File: config.mk
export PLATFORM = sky130hd
export DESIGN_NAME = lcd_hd44780_responder
export DESIGN_NICKNAME = d
export VERILOG_FILES = /design/src/rtl/lcd_pkg.sv /design/src/rtl/lcd_e_sync.sv /design/src/rtl/lcd_hd44780_responder.sv
export SDC_FILE = /design/constraint.sdc
export NUM_CORES = 2
export LEC_CHECK = 0
export CAP_MARGIN = 20
export CORE_MARGIN = 5
export CORE_UTILIZATION = 53
export DETAILED_ROUTE_END_ITERATION = 10
export PLACE_DENSITY_LB_ADDON = 0.12
export SYNTH_ARGS = -nofsm -noshare
export SYNTH_HDL_FRONTEND = slang
export SYNTH_HIERARCHICAL = 1
export SYNTH_SLANG_ARGS = --single-unit
export TNS_END_PERCENT = 1
File: constraint.sdc
create_clock -name clk -period 9.28 [get_ports clk]
set_input_delay 2.32 -clock clk [delete_from_list [all_inputs] [get_ports clk]]
set_output_delay 2.32 -clock clk [all_outputs]
set_load 0.005 [all_outputs]
File: src/rtl/lcd_pkg.sv
// Shared constants, state encoding and address-counter stepping for the HD44780 responder.
package lcd_pkg;

    localparam logic [7:0] MASK_DDRAM = 8'h80;
    localparam logic [7:0] PFX_DDRAM  = 8'h80;
    localparam logic [7:0] MASK_CGRAM = 8'hC0;
    localparam logic [7:0] PFX_CGRAM  = 8'h40;
    localparam logic [7:0] MASK_FUNC  = 8'hE0;
    localparam logic [7:0] PFX_FUNC   = 8'h20;
    localparam logic [7:0] MASK_SHIFT = 8'hF0;
    localparam logic [7:0] PFX_SHIFT  = 8'h10;
    localparam logic [7:0] MASK_DISP  = 8'hF8;
    localparam logic [7:0] PFX_DISP   = 8'h08;
    localparam logic [7:0] MASK_ENTRY = 8'hFC;
    localparam logic [7:0] PFX_ENTRY  = 8'h04;
    localparam logic [7:0] MASK_HOME  = 8'hFE;
    localparam logic [7:0] PFX_HOME   = 8'h02;
    localparam logic [7:0] CMD_CLEAR  = 8'h01;

    localparam logic [6:0] LINE0_BASE = 7'h00;
    localparam logic [6:0] LINE1_BASE = 7'h40;
    localparam int unsigned LINE_LEN  = 16;
    localparam logic [6:0] LINE0_LAST = 7'h27;
    localparam logic [6:0] LINE1_LAST = 7'h67;

    localparam logic [7:0] CHAR_SPACE = 8'h20;

    typedef enum logic [1:0] {
        ST_IDLE,
        ST_EXEC,
        ST_HOME,
        ST_CLEAR
    } lcd_state_e;

    // AC wraps between the two 40-character line windows rather than across the gaps.
    function automatic logic [6:0] ac_step(input logic [6:0] ac, input logic inc);
        logic [6:0] r;
        if (inc) begin
            if (ac == LINE0_LAST)      r = LINE1_BASE;
            else if (ac == LINE1_LAST) r = LINE0_BASE;
            else                       r = ac + 7'd1;
        end else begin
            if (ac == LINE0_BASE)      r = LINE1_LAST;
            else if (ac == LINE1_BASE) r = LINE0_LAST;
            else                       r = ac - 7'd1;
        end
        return r;
    endfunction

endpackage

File: src/rtl/lcd_e_sync.sv
// Two-flop synchroniser for the bus enable strobe with rise/fall pulses.
module lcd_e_sync (
    input  logic clk,
    input  logic reset,
    input  logic e_i,
    output logic e_sync_o,
    output logic rise_o,
    output logic fall_o
);

    logic meta_q, sync_q, prev_q;

    always_ff @(posedge clk or negedge reset) begin
        if (!reset) begin
            meta_q <= 1'b0;
            sync_q <= 1'b0;
            prev_q <= 1'b0;
        end else begin
            meta_q <= e_i;
            sync_q <= meta_q;
            prev_q <= sync_q;
        end
    end

    assign e_sync_o = sync_q;
    assign rise_o   = sync_q & ~prev_q;
    assign fall_o   = ~sync_q & prev_q;

endmodule

File: src/rtl/lcd_hd44780_responder.sv
// HD44780-compatible bus responder: instruction decode, DDRAM, busy timing and a scan read port.
module lcd_hd44780_responder
    import lcd_pkg::*;
#(
    parameter int unsigned BUSY_CYCLES = 2000,
    parameter int unsigned HOME_CYCLES = 76000
) (
    input  logic       clk,
    input  logic       reset,
    input  logic       RS,
    input  logic       RW,
    input  logic       E,
    input  logic [7:0] DATA_in,
    output logic [7:0] DATA_out,
    output logic       DATA_oe,
    input  logic [6:0] disp_addr,
    output logic [7:0] disp_char,
    output logic       display_on,
    output logic       cursor_on,
    output logic       blink_on,
    output logic       entry_inc,
    output logic       entry_shift,
    output logic       busy,
    output logic       cmd_dropped
);

    localparam int unsigned MAXC = (HOME_CYCLES > BUSY_CYCLES) ? HOME_CYCLES : BUSY_CYCLES;
    localparam int unsigned CW   = $clog2(MAXC + 1);

    logic e_sync, e_rise, e_fall;

    lcd_e_sync u_e_sync (
        .clk     (clk),
        .reset   (reset),
        .e_i     (E),
        .e_sync_o(e_sync),
        .rise_o  (e_rise),
        .fall_o  (e_fall)
    );

    logic       cap_rs_q, cap_rw_q, cap_valid_q;
    logic [7:0] cap_data_q;

    // cap_valid_q keeps DATA_oe from acting on a stale RW during the first synced-E cycle.
    always_ff @(posedge clk or negedge reset) begin
        if (!reset) begin
            cap_rs_q    <= 1'b0;
            cap_rw_q    <= 1'b0;
            cap_data_q  <= '0;
            cap_valid_q <= 1'b0;
        end else begin
            if (e_sync) begin
                cap_rs_q   <= RS;
                cap_rw_q   <= RW;
                cap_data_q <= DATA_in;
            end
            if (e_rise)      cap_valid_q <= 1'b1;
            else if (e_fall) cap_valid_q <= 1'b0;
        end
    end

    lcd_state_e state_q, state_d;
    logic [CW-1:0] cnt_q, cnt_d;
    logic [6:0] fill_q, fill_d;
    logic [6:0] ac_q, ac_d;
    logic disp_q, disp_d, cur_q, cur_d, blink_q, blink_d;
    logic inc_q, inc_d, shift_q, shift_d;
    logic dropped_q, dropped_d;
    logic [7:0] disp_char_q;

    logic [7:0] ddram_q [128];
    logic       ddram_we;
    logic [6:0] ddram_waddr;
    logic [7:0] ddram_wdata;

    assign busy = (state_q != ST_IDLE);

    always_comb begin
        state_d     = state_q;
        cnt_d       = cnt_q;
        fill_d      = fill_q;
        ac_d        = ac_q;
        disp_d      = disp_q;
        cur_d       = cur_q;
        blink_d     = blink_q;
        inc_d       = inc_q;
        shift_d     = shift_q;
        dropped_d   = dropped_q;
        ddram_we    = 1'b0;
        ddram_waddr = ac_q;
        ddram_wdata = cap_data_q;

        case (state_q)
            ST_EXEC, ST_HOME: begin
                if (cnt_q == '0) state_d = ST_IDLE;
                else             cnt_d   = cnt_q - CW'(1);
            end
            ST_CLEAR: begin
                ddram_we    = 1'b1;
                ddram_waddr = fill_q;
                ddram_wdata = CHAR_SPACE;
                fill_d      = fill_q + 7'd1;
                if (fill_q == 7'h7F) begin
                    if (HOME_CYCLES > 128) begin
                        state_d = ST_HOME;
                        cnt_d   = CW'(HOME_CYCLES - 129);
                    end else begin
                        state_d = ST_IDLE;
                    end
                end
            end
            default: ;
        endcase

        // Commits are only honoured in IDLE, so they never collide with the counters above.
        if (e_fall) begin
            if (cap_rw_q) begin
                if (cap_rs_q && !busy) begin
                    ac_d    = ac_step(ac_q, inc_q);
                    state_d = ST_EXEC;
                    cnt_d   = CW'(BUSY_CYCLES - 1);
                end
            end else if (busy) begin
                dropped_d = 1'b1;
            end else if (cap_rs_q) begin
                ddram_we    = 1'b1;
                ddram_waddr = ac_q;
                ddram_wdata = cap_data_q;
                ac_d        = ac_step(ac_q, inc_q);
                state_d     = ST_EXEC;
                cnt_d       = CW'(BUSY_CYCLES - 1);
            end else if (cap_data_q != 8'h00) begin
                state_d = ST_EXEC;
                cnt_d   = CW'(BUSY_CYCLES - 1);
                if ((cap_data_q & MASK_DDRAM) == PFX_DDRAM) begin
                    ac_d = cap_data_q[6:0];
                end else if ((cap_data_q & MASK_CGRAM) == PFX_CGRAM) begin
                    ac_d = ac_q;
                end else if ((cap_data_q & MASK_FUNC) == PFX_FUNC) begin
                    ac_d = ac_q;
                end else if ((cap_data_q & MASK_SHIFT) == PFX_SHIFT) begin
                    if (!cap_data_q[3]) ac_d = ac_step(ac_q, cap_data_q[2]);
                end else if ((cap_data_q & MASK_DISP) == PFX_DISP) begin
                    disp_d  = cap_data_q[2];
                    cur_d   = cap_data_q[1];
                    blink_d = cap_data_q[0];
                end else if ((cap_data_q & MASK_ENTRY) == PFX_ENTRY) begin
                    inc_d   = cap_data_q[1];
                    shift_d = cap_data_q[0];
                end else if ((cap_data_q & MASK_HOME) == PFX_HOME) begin
                    ac_d    = '0;
                    state_d = ST_HOME;
                    cnt_d   = CW'(HOME_CYCLES - 1);
                end else if (cap_data_q == CMD_CLEAR) begin
                    ac_d    = '0;
                    inc_d   = 1'b1;
                    fill_d  = '0;
                    state_d = ST_CLEAR;
                end
            end
        end
    end

    always_ff @(posedge clk or negedge reset) begin
        if (!reset) begin
            state_q     <= ST_IDLE;
            cnt_q       <= '0;
            fill_q      <= '0;
            ac_q        <= '0;
            disp_q      <= 1'b0;
            cur_q       <= 1'b0;
            blink_q     <= 1'b0;
            inc_q       <= 1'b1;
            shift_q     <= 1'b0;
            dropped_q   <= 1'b0;
            disp_char_q <= '0;
        end else begin
            state_q     <= state_d;
            cnt_q       <= cnt_d;
            fill_q      <= fill_d;
            ac_q        <= ac_d;
            disp_q      <= disp_d;
            cur_q       <= cur_d;
            blink_q     <= blink_d;
            inc_q       <= inc_d;
            shift_q     <= shift_d;
            dropped_q   <= dropped_d;
            disp_char_q <= ddram_q[disp_addr];
        end
    end

    always_ff @(posedge clk) begin
        if (ddram_we) ddram_q[ddram_waddr] <= ddram_wdata;
    end

    assign DATA_oe     = e_sync & cap_valid_q & cap_rw_q;
    assign DATA_out    = !DATA_oe ? '0 : (cap_rs_q ? ddram_q[ac_q] : {busy, ac_q});
    assign disp_char   = disp_char_q;
    assign display_on  = disp_q;
    assign cursor_on   = cur_q;
    assign blink_on    = blink_q;
    assign entry_inc   = inc_q;
    assign entry_shift = shift_q;
    assign cmd_dropped = dropped_q;

endmodule

==> metrics <==
Fin Setup TNS 0 ps; worst setup path start ac_q[0]; Hold Path Class reg2reg; Cell Pwr Density between 200 and 300 nW/um2; xor/xnor share of the synthesized area 0.187%; final clock skew 23.8 ps; crit-path max FO 45; Post-DRT Antenna Nets 0; postcts setup bufs 0; Most used DFF post-synth edfxtp_1; Compound-Gate Fraction of Synth Area 4.53%; end point of the critical path DATA_out[2]; starting density of the core between 50% and 60%; slowest cell on the critical path a311oi_1; simple-gate area share of the yosys netlist approximately 4.3%; final setup vio count 0; reg2reg path depth 7; final slew viol count 0; initial drt markers 4586; Vias 30874; first-pass GRT wire length between 200000 and 250000 um; mux cell area share after synthesis 26.2%; critical path, cell by cell buf_4, mux4_2, mux2_2, nand2_1, nand4_1, a311oi_1, a2111oi_0, buf_4, clkdlybuf4s50_1; dpl cell area 53400 um2; Hold Vio Cnt, Final 0; Detailed Routing Iterations Pass 1 5; GR Overflow Total 0; R2R setup slack 4740 ps; largest family of logic cells by synthesized area multiplexers; clock tree from TritonCTS yes; Routed WL per cell 37.4 um; Crit path arrival time 5370 ps; clock buffer depth 3; ys async rst share 5.62%; cell family contributing the most delay on the critical path buffers and inverters; Worst R2R End ddram_q[63][3]; number of global-route vias before repair 30548; Synth Area in Adders 0.170%; Rel. slew slack 11.7%; Yosys top cell by area edfxtp_1; layout cells sized above 1 27.2%; I/O Pins 44; die height 322 um; LEAKAGE roughly 18 nW; largest net degree at the start of global routing 126; synth unique cells 73; post-CTS sizing 0; detailed placement HPWL 106000 um; CP Class reg2out; Overall Global Routing Usage 30.6%; Most common cell on crit path buf_4; Design Power 14.6 mW; cell count after synthesis about 2900; final instance area approximately 57000 um2; MaxCap Viol Count 0; Max Freq roughly 130 MHz; final worst-path cycle share 82.8%; Period minus WS final 7690 ps; Core ar. just under 100000 um2; Seq/Total Area, Yosys 62.5%; RSZ-0062 raised after global routing false; clk slew on worst S/H paths 60 ps; RePlAce Congestion 0.986; hold buffer count at cts 0; CTS Sinks about 1100; largest cells by area after synthesis edfxtp_1 60%, mux4_2 22%, mux2i_1 3.4%; Hold Path Origin u_e_sync/meta_q; routed wire length 159000 um; top cell type's share of synthesized area 59.6%; number of synthesized register bits 1085; worst path buffer plus inverter count 3; initial antenna violation count 4; htree depth 3; Num CTS Buffers 112; fin nets 2902; Horiz. Die Dim 322 um; syn_nets 2886; EDFF count, synth around 1000; r2r startpoint u_e_sync/e_sync_o; Max IR drop VDD 0.219 mV; root buf cell clkbuf_16; DRC errors left 0; Ys Warns 6; die area 104000 um2; Startpoint Class flop; Cell Rows 114; post-synthesis area per instance approximately 18 um2; Fin Hold WS 360 ps; most frequent cells in the layout 1024 x edfxtp_1, 512 x mux4_2, 173 x mux2i_1, 164 x nor2_1, 115 x clkbuf_16; worst skew pair latency 700 ps; Port Buffers 43; Area growth syn-to-layout 10.6%; Via density 7.27; number of cells on the critical path 9; Req. time, crit path 6960 ps; status finished clean; CP peak stage delay 990 ps; Syn Std Cell Area 51600 um2; fillers around 7000; worst slew pin tran approximately 1300 ps; commonest non-fill, non-tap cell in the layout edfxtp_1; crit end category output pin
synthesized netlist by cell type (all sizes together), types with 22 or more instances:
cell / number
mux2i: 173
clkbuf: 99
mux2: 23
mux4: 512
a22oi: 96
dfrtp: 60
nor2: 168
nand2: 109
o22ai: 42
edfxtp: 1024
nand3: 54
a21oi: 43
buf: 120
o21ai: 42
nor3: 22
where the power goes:
group | internal [mW] | switching, mW
sequential | 5.50 | 0.216
clock | 2.60 | 1.90
combinational | 1.67 | 2.69
total | 9.77 | 4.80
how the worst min path moves through the flow:
| stage | end | slack [ps] | cells past startpoint |
|---|---|---|---|
| 2_1_floorplan | u_e_sync/e_sync_o | 330 | 0 |
| 6_report | u_e_sync/e_sync_o | 360 | 0 |
| 5_1_grt | u_e_sync/e_sync_o | 380 | 0 |
| 3_3_place_gp | u_e_sync/e_sync_o | 330 | 0 |
| 4_1_cts | u_e_sync/e_sync_o | 360 | 0 |
| 3_5_place_dp | u_e_sync/e_sync_o | 340 | 0 |
layer usage:
layer	share of wire, %	GRT usage (%)	wire length, um	vias up
li1	-	-	-	12149
met1	36	40.9	56900	16219
met2	47	47.3	74100	2079
met3	11	7.95	18200	427
met4	6.1	15.0	9630	0
met5	0	0	0	-
worst reg2reg max path: cells and delay by family, from the launching register on:
| kind | cells | cell delay, ps |
|---|---|---|
| and+or+nand+nor | 5 | 2140 |
| DFF | 1 | 690 |
| buffers and inverters | 1 | 280 |
| AOI/OAI and AO/OA | 1 | 1030 |
cell type report:
type	count	area, um2	area share, %
multi-input combinational	1536	18400	32.2
timing repair buffer	121	1110	1.95
sequential	1085	32300	56.6
antenna	2	5.00	0.00877
tap	1276	1600	2.80
inverter	19	71.3	0.125
clock buffer	155	3090	5.41
clock inverter	53	559	0.980
logic make-up (layout without fill, tap and decap cells):
group | count (synthesis) | in the layout
simple gates | 474 | 474
other cells | 0 | 2
compound gates | 336 | 336
buf+inv | 238 | 348
flops | 1085 | 1085
mux | 708 | 708
fa+ha+maj | 7 | 7
xor+xnor | 11 | 11
sequential cells by signal, indices dropped and copies added, names as in the netlist, 2 cells and up:
register,cells
cap_data_q,8
ac_q,7
cnt_q,17
disp_char,8
state_q,2
ddram_q,1024
fill_q,7
metrics by stage:
stage               setup slack, ps  cells  utilization (%)
floorplan                      4050   2859                -
global placement               2480   4031             55.2
detailed placement             2480   4034             55.2
CTS                            1740   4242             59.0
global route                   1500   4245             59.0
finish                         1590   4247             59.0
(Power assumes the default switching activity.)
